[src/rtl/modm_updown_counter.sv]
// -----------------------------------------------------------------------------
// modm_updown_counter
//
// Modulo-MODULUS up/down counter with programmable step, wrap or saturate
// boundary handling, synchronous load and sticky status flags.
//
// Parameters
//   WIDTH    count register width in bits (2..16)
//   MODULUS  count range is 0..MODULUS-1 (2..2^WIDTH)
//
// Ports
//   Clk       in   rising-edge clock
//   reset_n   in   synchronous active-low reset
//   En        in   count enable
//   UpOrDown  in   1 counts up, 0 counts down
//   Sat       in   1 saturates at the bound, 0 wraps modulo MODULUS
//   Step      in   amount added/subtracted per enabled cycle
//   Load      in   synchronous load strobe (has priority over En)
//   LoadVal   in   value to load; out-of-range values clamp to MODULUS-1
//   ClrFlags  in   clears Ovf and Err (a same-cycle set wins)
//   Count     out  registered count
//   Carry     out  registered pulse on an up-direction boundary event
//   Borrow    out  registered pulse on a down-direction boundary event
//   AtMax     out  Count == MODULUS-1
//   AtMin     out  Count == 0
//   Ovf       out  sticky: any wrap or clamp happened
//   Err       out  sticky: an out-of-range load happened
// -----------------------------------------------------------------------------
module modm_updown_counter #(
  parameter int WIDTH   = 8,
  parameter int MODULUS = 200
) (
  input  logic             Clk,
  input  logic             reset_n,
  input  logic             En,
  input  logic             UpOrDown,
  input  logic             Sat,
  input  logic [WIDTH-1:0] Step,
  input  logic             Load,
  input  logic [WIDTH-1:0] LoadVal,
  input  logic             ClrFlags,
  output logic [WIDTH-1:0] Count,
  output logic             Carry,
  output logic             Borrow,
  output logic             AtMax,
  output logic             AtMin,
  output logic             Ovf,
  output logic             Err
);

  // Arithmetic is carried at WIDTH+1 bits: MODULUS itself may equal 2^WIDTH
  // and Count+Step may reach nearly twice that.
  localparam logic [WIDTH:0]   MOD_X = (WIDTH+1)'(MODULUS);
  localparam logic [WIDTH:0]   MAX_X = (WIDTH+1)'(MODULUS - 1);
  localparam logic [WIDTH-1:0] MAX_C = WIDTH'(MODULUS - 1);

  logic [WIDTH-1:0] count_q, count_d;
  logic             carry_q, carry_d;
  logic             borrow_q, borrow_d;
  logic             ovf_q, ovf_d;
  logic             err_q, err_d;

  logic [WIDTH:0] count_x;
  logic [WIDTH:0] step_x;
  logic [WIDTH:0] step_c;     // Step clamped to MODULUS-1
  logic [WIDTH:0] load_x;
  logic [WIDTH:0] sum_x;      // Count + Step
  logic [WIDTH:0] up_wrap_x;  // Count + Step - MODULUS
  logic [WIDTH:0] diff_x;     // Count - Step (valid when Count >= Step)
  logic [WIDTH:0] dn_wrap_x;  // Count + MODULUS - Step (valid when Count < Step)

  assign count_x   = {1'b0, count_q};
  assign step_x    = {1'b0, Step};
  assign load_x    = {1'b0, LoadVal};
  assign step_c    = (step_x >= MOD_X) ? MAX_X : step_x;
  assign sum_x     = count_x + step_c;
  assign up_wrap_x = sum_x - MOD_X;
  assign diff_x    = count_x - step_c;
  assign dn_wrap_x = count_x + MOD_X - step_c;

  always_comb begin
    // NOTE: every output of this block gets a default first, so no path can
    // leave one unassigned and infer a latch.
    count_d  = count_q;
    carry_d  = 1'b0;
    borrow_d = 1'b0;
    ovf_d    = ClrFlags ? 1'b0 : ovf_q;
    err_d    = ClrFlags ? 1'b0 : err_q;

    if (Load) begin
      if (load_x > MAX_X) begin
        count_d = MAX_C;
        err_d   = 1'b1;
      end else begin
        count_d = LoadVal;
      end
    end else if (En) begin
      if (UpOrDown) begin
        if (sum_x > MAX_X) begin
          // Boundary event: pulses even when saturated and already at MAX.
          carry_d = 1'b1;
          ovf_d   = 1'b1;
          count_d = Sat ? MAX_C : up_wrap_x[WIDTH-1:0];
        end else begin
          count_d = sum_x[WIDTH-1:0];
        end
      end else begin
        if (count_x >= step_c) begin
          count_d = diff_x[WIDTH-1:0];
        end else begin
          borrow_d = 1'b1;
          ovf_d    = 1'b1;
          count_d  = Sat ? '0 : dn_wrap_x[WIDTH-1:0];
        end
      end
    end
  end

  always_ff @(posedge Clk) begin
    // NOTE: state registers use non-blocking assignments so every register
    // samples pre-edge values regardless of statement order.
    if (!reset_n) begin
      count_q  <= '0;
      carry_q  <= 1'b0;
      borrow_q <= 1'b0;
      ovf_q    <= 1'b0;
      err_q    <= 1'b0;
    end else begin
      count_q  <= count_d;
      carry_q  <= carry_d;
      borrow_q <= borrow_d;
      ovf_q    <= ovf_d;
      err_q    <= err_d;
    end
  end

  assign Count  = count_q;
  assign Carry  = carry_q;
  assign Borrow = borrow_q;
  assign Ovf    = ovf_q;
  assign Err    = err_q;
  assign AtMax  = (count_q == MAX_C);
  assign AtMin  = (count_q == '0);

endmodule

[config.mk]
export PLATFORM = sky130hd
export DESIGN_NAME = modm_updown_counter
export DESIGN_NICKNAME = d
export VERILOG_FILES = /design/src/rtl/modm_updown_counter.sv
export SDC_FILE = /design/constraint.sdc
export NUM_CORES = 1
export LEC_CHECK = 0
export ABC_AREA = 1
export BUFFER_PORTS_ARGS = -buffer_cell sky130_fd_sc_hd__buf_2
export CORE_ASPECT_RATIO = 0.9
export CORE_MARGIN = 2
export CORE_UTILIZATION = 25
export CTS_CLUSTER_SIZE = 8
export DETAILED_ROUTE_END_ITERATION = 6
export PLACE_DENSITY_LB_ADDON = 0.05
export SLEW_MARGIN = 20
export SYNTH_ARGS = -nofsm -noshare
export SYNTH_HDL_FRONTEND = slang
export SYNTH_SLANG_ARGS = --single-unit
[constraint.sdc]
create_clock -name Clk -period 3 [get_ports Clk]
set_input_delay 0.45 -clock Clk [delete_from_list [all_inputs] [get_ports Clk]]
set_output_delay 0.45 -clock Clk [all_outputs]
set_load 0.05 [all_outputs]
==> results of run 1 <==
==> synth_stat cells, types with 2 or more instances <==
| cell | number | area share |
|---|---|---|
| o21bai_1 | 3 | 0.011 |
| a21oi_2 | 3 | 0.013 |
| a21oi_1 | 17 | 0.041 |
| xor2_1 | 8 | 0.034 |
| nand4_1 | 7 | 0.021 |
| nand2_2 | 4 | 0.012 |
| clkbuf_1 | 4 | 0.0073 |
| nor2_1 | 19 | 0.035 |
| a221oi_1 | 3 | 0.013 |
| dfxtp_1 | 12 | 0.12 |
| nand3_1 | 26 | 0.063 |
| or2_2 | 4 | 0.012 |
| nand3_2 | 2 | 0.0098 |
| nor3_1 | 7 | 0.017 |
| o21ai_0 | 11 | 0.027 |
| fa_1 | 7 | 0.068 |
| inv_2 | 4 | 0.0073 |
| a22oi_1 | 2 | 0.0073 |
| a31oi_1 | 3 | 0.0092 |
| xnor2_1 | 2 | 0.0085 |
| nor2_2 | 2 | 0.0061 |
| o211ai_1 | 2 | 0.0073 |
| ha_1 | 26 | 0.16 |
| inv_1 | 53 | 0.097 |
| nand2_1 | 82 | 0.15 |
==> worst min path at each step <==
stage | startpoint | slack, ns | end | depth (start not counted)
finish | Err | 0.47 | Err | 2
global route | reset_n | 0.49 | Count[4] | 3
CTS | Err | 0.48 | Err | 2
detailed placement | Err | 0.47 | Err | 2
global placement | Err | 0.46 | Err | 2
floorplan | reset_n | 0.58 | Ovf | 2
==> kinds of logic (layout without fill, tap and decap cells) <==
logic type / count (synthesis) / in the layout / synth area share
flip-flops: 12 / 12 / 0.117
adder cells (fa/ha/maj): 33 / 33 / 0.227
XOR/XNOR: 10 / 10 / 0.0427
AO/OA/AOI/OAI: 51 / 51 / 0.157
AND/OR/NAND/NOR: 157 / 158 / 0.342
buffers and inverters: 62 / 167 / 0.113
==> area by class of cell <==
| type | instances | area, um^2 |
|---|---|---|
| Multi-Input combinational cell | 252 | 1830 |
| Sequential cell | 12 | 240 |
| Clock buffer | 3 | 41.3 |
| Inverter | 58 | 220 |
| Tap cell | 99 | 124 |
| Timing Repair Buffer | 106 | 731 |
| Fill cell | 851 | 4800 |
==> metrics by stage <==
step	cell area, um^2	worst slack, ns	setup TNS (ns)	power [mW]
after floorplan	2050	0.0134	0	0.673
after global placement	2800	-0.543	-3.89	1.03
after global routing	3190	-0.0203	-0.0251	1.41
after detailed placement	2800	-0.550	-4.71	1.02
final	3190	0.156	0	1.29
after CTS	2900	-0.0151	-0.0383	1.19
==> worst reg2reg max path: stages (launching register included) <==
cell,delay (ns)
dfxtp_1,0.62
ha_4,0.22
fa_2,0.45
buf_4,0.15
o21ai_2,0.12
nand2_1,0.09
nand2_1,0.09
nand2_2,0.07
a21oi_2,0.16
nor2_1,0.06
nand2_1,0.07
nand3_2,0.12
nand3_2,0.10
nand2_2,0.06
inv_2,0.06
nand2_1,0.06
a21oi_2,0.12
==> what timing repair did <==
item	4_1_cts	5_1_grt
buffers inserted	0	9
resized for setup	13	60
cloned	1	0
pin swaps	2	28
hold buffers	0	0
endpoints found under the setup margin	10	10
==> power breakdown <==
part           total [mW]  switching [mW]  internal (mW)  leakage (nW)
logic               0.949           0.532          0.417          1.53
registers           0.196          0.0232          0.173        0.0990
clock network       0.146          0.0574         0.0884        0.0216
total                1.29           0.613          0.678          1.65
==> routing by layer <==
layer	global-route usage	vias up	wire, um
met4	0.00685	0	10
met2	0.274	27	3480
li1	-	1270	-
met3	0.0210	2	145
met1	0.254	1152	3910
met5	0	-	0
==> sequential cells by signal, summed over array words and instances (netlist names) <==
| register | cells |
|---|---|
| Ovf | 1 |
| Count | 8 |
| Carry | 1 |
| Borrow | 1 |
| Err | 1 |
==> flow_summary.toml, run 1 <==
[clock_tree]
clkSinkCount = 12
htreeDepth = 1
cts_buffer_depth = 2
clk_pin_slew_worst_paths_ns = 0.05
cts_tree = "done"
clk_latency_ns = 0.24
cts_root_buffer = "clkbuf_8"
numCtsBuffers = 3

[setup_path]
start_kind = "input port"
r2r_cells = 16
crit_family = "simple AND/OR/NAND/NOR gates"
critPathKind = "in -> reg"
critPathCapture = "Count[7]"
cp_num_buf_inv = 4
path_cells = "buf_4 -> nor2_4 -> a21oi_4 -> or2_4 -> ha_4 -> inv_2 -> ha_4 -> inv_2 -> fa_2 -> o21ai_2 -> nand2_1 -> nand2_1 -> nand2_2 -> a21oi_2 -> nor2_1 -> nand2_1 -> nand3_2 -> nand3_2 -> nand2_2 -> inv_2 -> nand2_1 -> a21oi_2"
path_depth = 22
critical_path_required_ns = 3.17
path_max_fanout = 3
startpoint = "Step[3]"
end_kind = "flip-flop"
reg2reg_to = "Count[7]"
critPathMostFrequentCell = "nand2_1"
arrival_ns = 3.01
cp_slowest_cell = "fa_2"
reg2reg_slack_ns = 0.30
slowest_delay_ns = 0.38
rr_startpoint = "Count[2]"

[global_route]
grt_overflow = 0
grt_max_degree = 11
grt_pass1_vias = 2356
antenna_found_initial = 0
grt_pass1_wl_um = 12200
grt_usage = 0.170

[drt]
drtAntennaViolNets = 0
drc = 0
drt_iter0_drc = 174
wl_um = 7550
vias = 2451
wl_per_cell_um = 14.2
detail_route.vias_per_cell = 4.62
firstDrtPassIters = 4

[power_and_ir_drop]
peakVddDrop_mv = 0.159
pwr_density_cell_nw_per_um2 = 405
p_leak_nw = 1.65

[finish]
drive_gt1_frac = 0.415
layout_commonest_cell = "buf_4"
num_antenna_cells = 0
layout.nets = 489
instances_no_fill = 530
layout_common_cells = "buf_4 (70), nand2_1 (69), inv_1 (45)"
area.growth.synth_to_final_pct = 55.6
fin_util = 0.399

[timing]
max_slew_margin = 0.672
worst_pin_slew_ns = 0.492
final-hold-violation-count = 0
finalSetupViolCount = 0
fmax_ghz = 0.352
fin_crit_sh = 0.948
fin_worst_skew_ns = 0.00436
finalCriticalPeriod_ns = 2.84
drv_slew = 0
whs_ns = 0.471

[floorplanning]
rows = 31
initial_utilization = 0.257
ios = 37
die_w_um = 99.5
die_h_um = 89.9
coreArea_um2 = 7990
dieArea_um2 = 8940

[synthesis]
ys_ff_latch = 12
yosysUniqueCellTypes = 37
synth-main-ff-cell = "dfxtp_1"
async_reset_ff_frac = 0
synth_cells = 325
yosysWarnings = 0
synth_nets = 381
syn_avg_cell_area_um2 = 6.31
yosysSeqAreaShare = 0.117
synth_edf_count = 0
netlist_area_um2 = 2050

[placement]
port_buffers = 36
place_inst = 517
hpwl_um = 6350
finalWeightedCongestion = 0.781

[run_status]
status = "complete, no violations"

[job]
drv_cap = 0

[worst_hold_path]
worstHoldPathType = "reg -> reg"
Note: power is estimated with default switching activity, not from simulation.
==> inputs of run 2 (changes only) <==
--- a/config.mk
+++ b/config.mk
@@ -13,6 +13,7 @@
 export CTS_CLUSTER_SIZE = 8
 export DETAILED_ROUTE_END_ITERATION = 6
 export PLACE_DENSITY_LB_ADDON = 0.05
+export SETUP_SLACK_MARGIN = 0.2
 export SLEW_MARGIN = 20
 export SYNTH_ARGS = -nofsm -noshare
 export SYNTH_HDL_FRONTEND = slang
==> flow_summary.toml, run 2 (synthesis gave the netlist of run 1 again) <==
[timing]
drv_slew = 0
tns_ns = 0
max_slew_margin = 0.692
finalSetupViolCount = 0
rsz0062_at_grt = "yes"
fin_worst_skew_ns = 0.00704
fmax_ghz = 0.361
fin_crit_sh = 0.923
whs_ns = 0.469
final-hold-violation-count = 0
finalCriticalPeriod_ns = 2.77
worst_pin_slew_ns = 0.460

[setup_path]
end_kind = "flip-flop"
path_max_fanout = 3
critical_path_required_ns = 3.17
arrival_ns = 2.94
startpoint = "Step[6]"
start_kind = "input port"
critPathKind = "in -> reg"
rr_startpoint = "Count[0]"

[finish]
instances_no_fill = 532
largest_reg_flops = 8
num_antenna_cells = 0
area.growth.synth_to_final_pct = 56.9
layout_common_cells = "nand2_1 (74), buf_4 (71), inv_1 (44)"
drive_gt1_frac = 0.418
layout.nets = 490
layout_commonest_cell = "nand2_1"
fin_util = 0.403

[worst_hold_path]
hp-start = "Err"
worstHoldPathType = "reg -> reg"

[clock_tree]
cts_tree = "done"
htreeDepth = 1
numCtsBuffers = 3
cts_buffer_depth = 2
clkSinkCount = 12
cts_root_buffer = "clkbuf_8"
clk_latency_ns = 0.25
clk_pin_slew_worst_paths_ns = 0.06

[drt]
drt_iter0_drc = 78
vias = 2456
drc = 0
firstDrtPassIters = 4
wl_um = 7600
detail_route.vias_per_cell = 4.62
wl_per_cell_um = 14.3
drtAntennaViolNets = 0

[placement]
hpwl_um = 6230
place_inst = 520
finalWeightedCongestion = 0.784
port_buffers = 36

[power_and_ir_drop]
peakVddDrop_mv = 0.172
p_sw_uw = 612
seq_power_share = 0.146
swShare = 0.464
power_mw = 1.32
comb_power_share = 0.716
p_clk_frac = 0.137
p_leak_nw = 1.66
pwr_density_cell_nw_per_um2 = 410
power.internal_uw = 708

[floorplanning]
initial_utilization = 0.257
dieArea_um2 = 8940
die_w_um = 99.5
die_h_um = 89.9
ios = 37
rows = 31
coreArea_um2 = 7990

[global_route]
grt_usage = 0.163
grt_max_degree = 11
grt_overflow = 0
antenna_found_initial = 0
grt_pass1_vias = 2298
grt_pass1_wl_um = 11500

[job]
drv_cap = 0

[run_status]
status = "complete, no violations"
run 2: worst paths after layout:
check,to,slack (ns),cells after the start
worst max-delay path,Count[6],0.23,20
worst min register to register,Err,0.47,2
worst max register to register,Count[7],0.37,19
worst min-delay path,Err,0.47,2
run 2: cell type report:
| type | count | area (um^2) |
|---|---|---|
| clock buffers | 4 | 55.1 |
| multi-input cells | 252 | 1840 |
| repair buffers | 107 | 744 |
| flip-flops and latches | 12 | 240 |
| well taps | 99 | 124 |
| inverters | 58 | 218 |
| fillers | 878 | 4770 |
run 2: per-layer routing:
metal,part of all wire,vias to the layer above,GRT usage
met4,0.00079,0,0.00799
met2,0.48,32,0.269
met1,0.50,1145,0.238
met5,0,-,0
li1,-,1277,-
met3,0.023,2,0.0202
run 2: through the flow:
stage	setup WS, ns	instance area [um^2]
2_1_floorplan	0.202	2080
3_3_place_gp	-0.383	2850
3_5_place_dp	-0.335	2850
4_1_cts	0.201	3040
5_1_grt	0.0506	3220
6_report	0.230	3220
run 2: power groups by stage:
stage	Sequential [mW]	Clock (mW)	Combinational, mW
4_1_cts	0.192	0.185	0.878
3_3_place_gp	0.195	0	0.842
3_5_place_dp	0.194	0	0.834
6_report	0.193	0.181	0.946
5_1_grt	0.196	0.193	1.05
2_1_floorplan	0.237	0	0.444
run 2: what timing repair did:
| action | CTS | global route |
|---|---|---|
| hold buffers | 0 | 0 |
| setup buffers | 3 | 4 |
| cloned | 1 | 0 |
| endpoints found under the setup margin | 10 | 11 |
| resized for setup | 27 | 36 |
| pin swaps | 9 | 29 |
run 2: worst max-delay path, cell delays in order:
cell     delay [ns]
buf_6          0.08
nand2_4        0.06
a21oi_4        0.16
buf_4          0.18
nor2_4         0.05
ha_1           0.20
fa_2           0.57
inv_1          0.08
nand2_1        0.06
nand2_1        0.06
a31oi_2        0.20
or2_2          0.15
nand2_1        0.05
nand2_1        0.09
nand2_1        0.06
nand2_1        0.05
nand3_1        0.08
a21oi_1        0.13
nand2_1        0.06
a21oi_1        0.13
==> inputs of run 3 (changes only) <==
==> constraint.sdc (replaced) <==
create_clock -name Clk -period 3 [get_ports Clk]
set_input_delay 0.15 -clock Clk [delete_from_list [all_inputs] [get_ports Clk]]
set_output_delay 0.15 -clock Clk [all_outputs]
set_load 0.05 [all_outputs]
==> flow_summary.toml, run 3 (synthesis gave the netlist of run 1 again) <==
[timing]
fin_worst_skew_ns = 0.000837
max_slew_margin = 0.706
tns_ns = 0
worst_pin_slew_ns = 0.440
whs_ns = 0.180
fmax_ghz = 0.378
rsz0062_at_grt = "no"
finalSetupViolCount = 0
fin_crit_sh = 0.883
final-hold-violation-count = 0
finalCriticalPeriod_ns = 2.65
drv_slew = 0

[floorplanning]
initial_utilization = 0.257
dieArea_um2 = 8940
die_w_um = 99.5
coreArea_um2 = 7990
die_h_um = 89.9
ios = 37
rows = 31

[worst_hold_path]
worstHoldPathType = "in -> reg"

[finish]
layout_commonest_cell = "nand2_1"
largest_reg_flops = 8
num_antenna_cells = 0
layout_common_cells = "nand2_1 (77), inv_1 (51), buf_4 (42)"
register_area_um2 = 244
multi_input_area_um2 = 1680
area.growth.synth_to_final_pct = 37.3
n_fill_cell = 902
layout.nets = 462
drive_gt1_frac = 0.322

[placement]
port_buffers = 36
hpwl_um = 6150
finalWeightedCongestion = 0.767

[global_route]
grt_pass1_vias = 2231
antenna_found_initial = 0
grt_max_degree = 11
grt_overflow = 0
grt_usage = 0.165
grt_pass1_wl_um = 11800

[run_status]
status = "complete, no violations"

[clock_tree]
cts_root_buffer = "clkbuf_8"
hold_buffers = 0
numCtsBuffers = 3
clkSinkCount = 12
clk_latency_ns = 0.24
clk_pin_slew_worst_paths_ns = 0.05
cts_buffer_depth = 2
htreeDepth = 1
cts_tree = "done"

[setup_path]
path_max_fanout = 5
end_kind = "flip-flop"
critPathKind = "in -> reg"
start_kind = "input port"
arrival_ns = 2.76
critical_path_required_ns = 3.12

[drt]
wl_um = 7230
drc = 0
vias = 2253
m1WireLength_um = 3740
route.met3.wl_um = 237
met2_length_um = 3250
firstDrtPassIters = 4
routed.top_layer = "met4"
drtAntennaViolNets = 0
wl_per_cell_um = 14.4
drt_iter0_drc = 125
detail_route.vias_per_cell = 4.48

[power_and_ir_drop]
peakVddDrop_mv = 0.181
p_leak_nw = 1.50
pwr_density_cell_nw_per_um2 = 407

[job]
drv_cap = 0
## run 3: final cells by class
type	instances	area share
Tap cell	99	0.0440
Inverter	58	0.0773
Sequential cell	12	0.0866
Multi-Input combinational cell	252	0.598
Timing Repair Buffer	79	0.180
Clock buffer	3	0.0147
## run 3: critical path, cell delays in order
cell and delay (ns):
buf_2 0.11, nand2_4 0.07, a21oi_4 0.17, or2_4 0.17
ha_2 0.17, inv_1 0.06, fa_2 0.37, buf_4 0.14
buf_4 0.12, xor2_1 0.16, nor3_1 0.15, buf_4 0.15
nand3_1 0.11, nand3_4 0.15, nand2_4 0.08, a21oi_4 0.22
nand2_1 0.09, nand2_1 0.07, a21oi_1 0.06
## run 3: repair_timing
action	4_1_cts	5_1_grt
setup buffers	0	4
gates resized for setup	3	31
gates cloned	0	1
setup endpoints to repair	10	10
pin swaps	0	11
## run 3: where the power goes
part / total (mW) / leakage (nW) / internal [mW] / switching (mW)
registers: 0.196 / 0.0998 / 0.174 / 0.0221
logic: 0.805 / 1.38 / 0.324 / 0.481
clock network: 0.147 / 0.0216 / 0.0885 / 0.0583
total: 1.15 / 1.50 / 0.586 / 0.561
## run 3: through the flow
step	area, um^2	instances	power (mW)	setup WS (ns)	utilization
after floorplan	2050	325	0.674	0.215	-
after global placement	2630	495	0.964	-0.0697	0.330
after detailed placement	2630	495	0.953	-0.171	0.330
after CTS	2680	498	1.11	0.199	0.336
after global routing	2820	503	1.27	0.169	0.352
final	2820	503	1.15	0.352	0.352
## run 3: worst paths after layout
check	start	to	slack (ns)	cells after the start
setup / recovery	Step[7]	Count[2]	0.35	19
hold / removal	reset_n	Ovf	0.18	3
setup reg to reg	Count[0]	Count[2]	0.37	15
hold reg to reg	Err	Err	0.48	2
## run 3: layer usage
metal | track usage | vias to the layer above
li1 | - | 1217
met5 | 0 | -
met4 | 0.00685 | 0
met2 | 0.258 | 33
met1 | 0.254 | 1001
met3 | 0.0202 | 2
